File: config.mk
export PLATFORM = sky130hd
export DESIGN_NAME = pipe_reg_chain
export DESIGN_NICKNAME = d
export VERILOG_FILES = /design/src/rtl/pipe_reg_chain.sv
export SDC_FILE = /design/constraint.sdc
export NUM_CORES = 1
export LEC_CHECK = 0
export CAP_MARGIN = 20
export CORE_AREA = 5 5 149 80
export CTS_CLUSTER_SIZE = 16
export DETAILED_ROUTE_END_ITERATION = 8
export DIE_AREA = 0 0 154 85
export HOLD_SLACK_MARGIN = 0.12
export PLACE_DENSITY = 0.79
export SYNTH_ARGS = -nofsm -noshare
export SYNTH_HDL_FRONTEND = slang
export SYNTH_SLANG_ARGS = --single-unit
File: constraint.sdc
create_clock -name clk -period 5.5 [get_ports clk]
set_input_delay 1.1 -clock clk [delete_from_list [all_inputs] [get_ports clk]]
set_output_delay 1.1 -clock clk [all_outputs]
set_load 0.03 [all_outputs]
File: src/rtl/pipe_reg_chain.sv
// pipe_reg_chain: elastic chain of DEPTH enabled register stages with per-stage
// valid bits and a combinational valid/allowin handshake. Bubbles absorb new
// data under backpressure; flush drops everything in flight.
module pipe_reg_chain #(
    parameter int unsigned WIDTH = 32,
    parameter int unsigned DEPTH = 4,
    parameter logic [WIDTH-1:0] RESET_VAL = {WIDTH{1'b0}},
    parameter int unsigned CW = $clog2(DEPTH + 1)
) (
    input  logic             clk,
    input  logic             resetn,
    input  logic             flush,
    input  logic             in_valid,
    input  logic [WIDTH-1:0] in_data,
    output logic             in_ready,
    output logic             out_valid,
    output logic [WIDTH-1:0] out_data,
    input  logic             out_ready,
    output logic [CW-1:0]    count
);

    logic [DEPTH-1:0] valid_q, valid_d;
    logic [WIDTH-1:0] data_q [DEPTH];
    logic [WIDTH-1:0] data_d [DEPTH];
    logic [DEPTH-1:0] data_en;

    logic [DEPTH:0]   allow;
    logic [DEPTH-1:0] src_valid;
    logic [WIDTH-1:0] src_data [DEPTH];

    // Allowin ripples back from the output: a stage can take data if it is
    // empty or if the stage ahead of it can take its current contents.
    always_comb begin
        allow = '0;
        allow[DEPTH] = out_ready;
        for (int k = DEPTH - 1; k >= 0; k--) begin
            allow[k] = !valid_q[k] || allow[k+1];
        end
    end

    // Each stage is fed by its predecessor; stage 0 is fed by the input port.
    always_comb begin
        src_valid[0] = in_valid;
        src_data[0]  = in_data;
        for (int k = 1; k < DEPTH; k++) begin
            src_valid[k] = valid_q[k-1];
            src_data[k]  = data_q[k-1];
        end
    end

    // Next-state: flush clears valids and freezes data; otherwise advance
    // wherever allowin is set. Data only loads when a valid item arrives.
    always_comb begin
        valid_d = valid_q;
        data_en = '0;
        for (int k = 0; k < DEPTH; k++) begin
            data_d[k] = src_data[k];
        end
        if (flush) begin
            valid_d = '0;
        end else begin
            for (int k = 0; k < DEPTH; k++) begin
                if (allow[k]) begin
                    valid_d[k] = src_valid[k];
                    data_en[k] = src_valid[k];
                end
            end
        end
    end

    // Stage registers with synchronous active-low reset; data is enable-gated.
    always_ff @(posedge clk) begin
        if (!resetn) begin
            valid_q <= '0;
            for (int k = 0; k < DEPTH; k++) begin
                data_q[k] <= RESET_VAL;
            end
        end else begin
            valid_q <= valid_d;
            for (int k = 0; k < DEPTH; k++) begin
                if (data_en[k]) begin
                    data_q[k] <= data_d[k];
                end
            end
        end
    end

    // Occupancy is a popcount of the valid registers.
    always_comb begin
        count = '0;
        for (int k = 0; k < DEPTH; k++) begin
            count = count + CW'(valid_q[k]);
        end
    end

    // Handshake outputs; input is refused during a flush cycle.
    always_comb begin
        in_ready  = allow[0] && !flush;
        out_valid = valid_q[DEPTH-1];
        out_data  = data_q[DEPTH-1];
    end

endmodule

* Word level (Yosys, flattened, before mapping)
Memory sizes are Yosys's and may differ from the RTL's.
Index checks and enable logic that the tools add are counted.
** Storage, ports and cells
- Register bits after elaboration :: 4
- Bits in writable memories :: 128
- Bits of input ports :: 37
- Output and inout bits :: 37
- Logic and storage cells :: 46
- Memories :: 1
** Operators by class
- Add/sub/neg operators :: 3
- Multiplexer cells :: 22
- Bitwise operators :: 5
- Reductions and logical operators :: 11
** Memory list
- data_q :: depth 4, width 32, rd ports 4, clocked after Yosys merged registers in 0, wr ports 4, RTL line 23 : logic [WIDTH-1:0] data_q [DEPTH];
** Operator list (number)
- two-way mux 32 bit :: 4
- two-way mux 1 bit :: 17
- zero test 1 bit :: 5
- logical OR 1 bit :: 4
- two-way mux 4 bit :: 1
- bitwise OR 1 bit :: 4
- adder 2 x 1 -> 3 bit :: 1
- adder 3 x 1 -> 3 bit :: 1
- adder 1 x 1 -> 2 bit :: 1
- OR reduction 2 bit :: 1
- logical AND 1 bit :: 1
- NOT 1 bit :: 1

* Longest topological paths before layout
Gate-level depths: netlist of the first run.
- Depth in word-level cells :: 11
- Gate-level depth with buffers :: 6
- Gate-level depth less buffers :: 5

* Worst setup path before layout of the first run
Ideal clock, no wire load.
- Path kind :: input to register
- Start :: input port out_ready
- End :: memory data_q[1][0], enable pin
- Setup time :: 470 ps
- Data arrival time :: 3979 ps
- Data required time :: 5030 ps
- Setup slack :: 1051 ps
- Stages :: 4
- Path buffers :: 2
- Cells stage by stage :: and4b_4 -> buf_6 -> buf_6 -> o31ai_1
** RTL lines
- start, declared :: RTL line 18 : input logic out_ready,
- end, declared :: RTL line 23

* Final worst setup path of the first run
- Start :: register valid_q[0]
- End :: output port count[1]
** Between the ends
- Word-level cells in the longest chain between the ends :: 3
** Ends and longest elaborated chain
- start, declared :: RTL line 22 : logic [DEPTH-1:0] valid_q, valid_d;
- start signal, assigned :: RTL line 79 : valid_q <= valid_d;
- adder 1 x 1 -> 2 bit :: RTL line 92 : count = count + CW'(valid_q[k]);
- adder 2 x 1 -> 3 bit :: RTL line 92
- adder 3 x 1 -> 3 bit :: RTL line 92
- end, declared :: RTL line 19 : output logic [CW-1:0] count
Every way passes these cells.

==> flow_metrics.tcl, run 1 <==
set metrics [dict create \
    fin_crit_sh 0.726 \
    io_pins 74 \
    finalHoldViolCount 0 \
    die_w_um 154 \
    grt_start_max_net_pins 66 \
    yosys_warnings 0 \
    gp_congestion 0.771 \
    synth_async_sr_flop_share 0 \
    postCtsSetupRepairBufs 0 \
    synth_top_family_by_area "simple AND/OR/NAND/NOR gates" \
    setup_viol 0 \
    ctsHoldBuffers 0 \
    power.density_mw_per_mm2 367 \
    initial_utilization 0.532 \
    cts_sinks 132 \
    die_area_mm2 0.0131 \
    synth_cell_types 24 \
    cp-start-kind "flip-flop" \
    crit_arrival_ns 2.89 \
    routed_via_density 5.39 \
    grt.busiest_layer "met1" \
    worst_skew_pair.late_latency_ns 0.41 \
    syn_area_per_cell_um2 14.2 \
    power_mw 2.61 \
    maxCapViolCount 0 \
    cts_buffer_depth 2 \
    synth_edf_count 128 \
    synth_area_leader_cell "edfxtp_1" \
    die_y_um 85 \
    fin_cells 612 \
    io_buffers 73 \
    root_buffer "clkbuf_16" \
    cp_max_fo 35 \
    dp_cells 578 \
    synth-simple-area-share 0.167 \
    peakVddDrop_mv 0.240 \
    r2r_cells 3 \
    overflow 0 \
    synth_top_area_frac 0.685 \
    synthCells 396 \
    met2_usage 0.174 \
    met3_usage 0.0627 \
    ctsResizeCount 0 \
    area_growth_pct 26.9 \
    drive_above_1_share 0.120 \
    rows 27 \
    grt_pass1_vias 2907 \
    cts_tree "done" \
    whs_path_depth 2 \
    cts_buffers 17 \
    antenna_cells 0 \
    core_region_area_mm2 0.0105 \
    post_synth_fa_ha_maj_area_fraction 0.00803 \
    crit_type "flip-flop to output pin" \
    netlist_area_mm2 0.00561 \
    synth_xor_area_frac 0 \
    rsz0062_at_grt "no" \
    drt-wirelength-per-cell_um 16.8 \
    num_vias 3296 \
    netlist_top_cells_area "edfxtp_1 69%, nor4b_1 9.1%, a211oi_1 4.3%" \
    dr.first_iter.drc_count 464 \
    ant_nets 0 \
    yosysSeqAreaShare 0.700 \
    fmax_ghz 0.250 \
    grtUsageMet1 0.275 \
    nFillCells 719 \
    ys_seq_elements 132 \
    antenna_found_initial 0 \
    muxShareOfSynthArea 0 \
    grt_pass1_wl_um 16100 \
    status "finished clean" \
    crit_chain "buf_4 > inv_1 > fa_1 > inv_1 > ha_1 > ha_1 > clkdlybuf4s50_1" \
    first_pass_iters 5 \
    leakage_nw 2.37 \
    skew_ns 0.00913 \
    cp_slowest_cell "clkdlybuf4s50_1" \
    hold_path_class "flip-flop to flip-flop" \
    crit_required_ns 4.40 \
    drt_wl_total_um 10300 \
    synth_fp_nets 436 \
    synth_compound_area_frac 0.0555 \
    cts-htree-levels 4 \
    worstMarginPinSlew_ns 1.06 \
    clkTransAtPathRegs_ns 0.05 \
    grt.total_usage 0.160 \
    drc 0 \
    synthFlopType "edfxtp_1" \
    layout.nets 494 \
    finalSetupTns_ns 0 \
    cp_slowest_stage_delay_ns 0.66 \
    finalCriticalPeriod_ns 3.99 \
    dpl.hpwl_um 6530 \
    maxSlewHeadroom 0.289 \
    end_kind "output pin" \
    slew_viol_final 0 \
]
-- report_power, final --
| group | switching [mW] | internal [mW] |
|---|---|---|
| Combinational | 0.0796 | 0.0600 |
| Sequential | 0.0173 | 1.16 |
| Clock | 0.404 | 0.891 |
| Total | 0.501 | 2.11 |
-- synth_stat cells, types with 2 or more instances --
library cell,number
a211oi_1,32
a21oi_1,2
buf_1,3
buf_2,13
buf_6,8
clkbuf_1,21
dfxtp_1,4
edfxtp_1,128
ha_1,2
inv_1,39
nand2_1,34
nor3_1,32
nor4b_1,58
nor4b_2,6
o21ba_2,2
o31ai_1,4
-- layer usage --
metal  vias to the layer above  part of all wire
met5                         -                 0
li1                       1628                 -
met2                       139              0.36
met3                         7             0.087
met1                      1522              0.55
met4                         0            0.0042
-- worst max-delay path: cells and delay by family, from the launching register on --
kind,cells,cell delay (ns)
DFF,1,0.30
buffers and inverters,4,1.21
adders and majority gates,3,0.97
-- area by class of cell --
| type | instances | area, um^2 | share of cell area |
|---|---|---|---|
| flip-flops and latches | 132 | 3920 | 0.551 |
| multi-input cells | 180 | 1340 | 0.188 |
| repair buffers | 84 | 838 | 0.118 |
| clock buffers | 17 | 425 | 0.0598 |
| clock inverters | 15 | 260 | 0.0366 |
| well taps | 145 | 181 | 0.0255 |
| inverters | 39 | 146 | 0.0206 |
-- layout by cell type, fill, tap and decap left out, drive strengths merged, types with 2 or more instances in the layout --
cell type,n
dfxtp,4
inv,39
edfxtp,128
clkbuf,18
ha,2
clkinv,6
o31ai,4
clkdlybuf4s50,73
bufinv,7
buf,10
a21oi,2
a211oi,32
o21ba,2
clkinvlp,2
nand2,34
nor3,32
nor4b,64
-- path summary, 6_finish.rpt --
| check | from | slack (ns) | to |
|---|---|---|---|
| setup / recovery | valid_q[0] | 1.51 | count[1] |
| hold / removal | data_q[1][17] | 0.61 | data_q[2][17] |
| setup reg to reg | valid_q[0] | 2.90 | data_q[0][16] |
| hold reg to reg | data_q[1][17] | 0.61 | data_q[2][17] |
-- state kept, by name (all words and copies together) (netlist names) --
signal,cells
valid_q,4
data_q,128
-- cell families (layout without fill, tap and decap cells) --
logic type / Yosys count / after routing
compound gates: 41 / 41
fa+ha+maj: 3 / 3
buf+inv: 84 / 155
flops: 132 / 132
simple gates: 136 / 136
-- stage by stage --
step,hold WS (ns),setup slack [ns],utilization,area [um^2]
after global routing,0.644,1.38,0.675,7120
after global placement,0.582,1.55,0.606,6390
final,0.609,1.51,0.675,7120
after CTS,0.606,1.49,0.671,7080
after detailed placement,0.593,1.56,0.606,6390
after floorplan,0.541,1.05,-,5610
Power figures use the tool's default switching activity.
==> run 2: changes to the inputs <==
==> constraint.sdc (replaced) <==
create_clock -name clk -period 4.1 [get_ports clk]
set_input_delay 0.82 -clock clk [delete_from_list [all_inputs] [get_ports clk]]
set_output_delay 0.82 -clock clk [all_outputs]
set_load 0.03 [all_outputs]
==> flow_metrics.tcl, run 2 (synthesis results as in run 1) <==
set metrics [dict create \
    status "finished clean" \
    fin_crit_sh 0.850 \
    crit_required_ns 3.28 \
    finalSetupTns_ns 0 \
    largest_register_ffs 128 \
    finalCriticalPeriod_ns 3.49 \
    grt.total_usage 0.172 \
    fin_ws_ns 0.615 \
    leakage_nw 2.34 \
    crit_arrival_ns 2.67 \
    fmax_ghz 0.287 \
    maxCapViolCount 0 \
    rows 27 \
    fin_util 0.669 \
    cp_max_fo 6 \
    crit_type "flip-flop to output pin" \
    die_y_um 85 \
    grt.busiest_layer "met1" \
    dpl.hpwl_um 7080 \
    peakVddDrop_mv 0.317 \
    rsz0062_at_grt "no" \
    die_area_mm2 0.0131 \
    setup_viol 0 \
    power.density_mw_per_mm2 461 \
    routed_via_density 5.61 \
    timing.rr.end "data_q[1][12]" \
    slew_viol_final 0 \
    drive_above_1_share 0.126 \
    ctsHoldBuffers 0 \
    io_buffers 73 \
    seqCellArea_mm2 0.00392 \
    io_pins 74 \
    area_growth_pct 25.8 \
    multi_input_comb_area_mm2 0.00134 \
    min_to "data_q[2][17]" \
    drt-wirelength-per-cell_um 17.9 \
    skew_ns 0.00633 \
    cts_sinks 132 \
    hold_path_class "flip-flop to flip-flop" \
    drt_wl_total_um 11000 \
    num_vias 3437 \
    end_kind "output pin" \
    layout.nets 496 \
    postCtsSetupRepairBufs 0 \
    dr.first_iter.drc_count 287 \
    grt_pass1_wl_um 17400 \
    grtUsageMet1 0.273 \
    layout_commonest_cell "edfxtp_1" \
    antenna_found_initial 0 \
    worstMarginPinSlew_ns 0.748 \
    cts_buffer_depth 2 \
    drc 0 \
    cts-htree-levels 4 \
    die_w_um 154 \
    pre_cts_ws_ns 0.716 \
    reg2reg_from "valid_q[1]" \
    finalHoldViolCount 0 \
    postLayoutCellArea_mm2 0.00706 \
    hold_start "data_q[1][17]" \
    overflow 0 \
    initial_utilization 0.532 \
    maxSlewHeadroom 0.501 \
    met2_usage 0.223 \
    core_region_area_mm2 0.0105 \
    cts_tree "done" \
    cts_buffers 17 \
    placement.cell_area_mm2 0.00642 \
    r2r_slack_ns 1.94 \
    root_buffer "clkbuf_16" \
    grt_start_max_net_pins 69 \
    reg.largest.list "data_q (128), valid_q (4)" \
    worst_skew_pair.late_latency_ns 0.41 \
    ant_nets 0 \
    grt_pass1_vias 3143 \
    whs_path_depth 2 \
    first_pass_iters 5 \
    nFillCells 733 \
    r2r_cells 5 \
    antenna_cells 0 \
    top_register "data_q" \
    clkTransAtPathRegs_ns 0.05 \
    ctsResizeCount 0 \
    cp-start-kind "flip-flop" \
    met3_usage 0.0509 \
    gp_congestion 0.758 \
    mostFrequentLayoutCells "128 x edfxtp_1, 73 x clkdlybuf4s50_1, 58 x nor4b_1" \
]
## run 2: changes by cell type in the layout (fill, tap and decap cells not counted), moves of 2 or more
cell        delta
bufinv_16      -4
clkinv_2       +3
buf_16         +2
clkinv_1       -2
clkinvlp_4     +2
## run 2: stage by stage
| step | power [mW] | cells | hold WS [ns] |
|---|---|---|---|
| floorplan | 1.70 | 396 | 0.541 |
| global placement | 1.79 | 579 | 0.569 |
| detailed placement | 1.79 | 580 | 0.605 |
| CTS | 3.27 | 611 | 0.618 |
| global route | 3.35 | 613 | 0.642 |
| finish | 3.25 | 613 | 0.622 |
## run 2: worst max path at each step
stage | to | start | cells past startpoint | slack, ns
final | count[1] | valid_q[3] | 6 | 0.61
after CTS | count[1] | valid_q[3] | 6 | 0.59
after floorplan | data_q[2][0] | flush | 3 | -0.05
after global routing | count[1] | valid_q[3] | 6 | 0.51
after global placement | in_ready | out_ready | 4 | 0.71
after detailed placement | in_ready | out_ready | 4 | 0.72
## run 2: final cells by class
class | count | share of cell area
multi-input cells | 180 | 0.190
well taps | 145 | 0.0257
inverters | 39 | 0.0207
flip-flops and latches | 132 | 0.556
repair buffers | 86 | 0.124
clock inverters | 14 | 0.0231
clock buffers | 17 | 0.0603
## run 2: where the power goes
part           switching (mW)  total, mW  leakage, nW  internal (mW)
Clock                   0.539       1.49        0.281          0.947
Combinational           0.109      0.190        0.733         0.0812
Sequential             0.0238       1.58         1.33           1.55
## run 2: critical path: stages (launching register included)
cell             delay, ns
dfxtp_1               0.43
inv_1                 0.09
fa_1                  0.54
inv_1                 0.04
ha_1                  0.17
ha_1                  0.29
clkdlybuf4s50_1       0.69
## run 2: per-layer routing
layer	vias to the layer above	wire length (um)	part of all wire
met1	1628	5460	0.50
met5	-	0	0
met2	171	4400	0.40
met4	0	134	0.012
li1	1622	-	-
met3	16	993	0.090
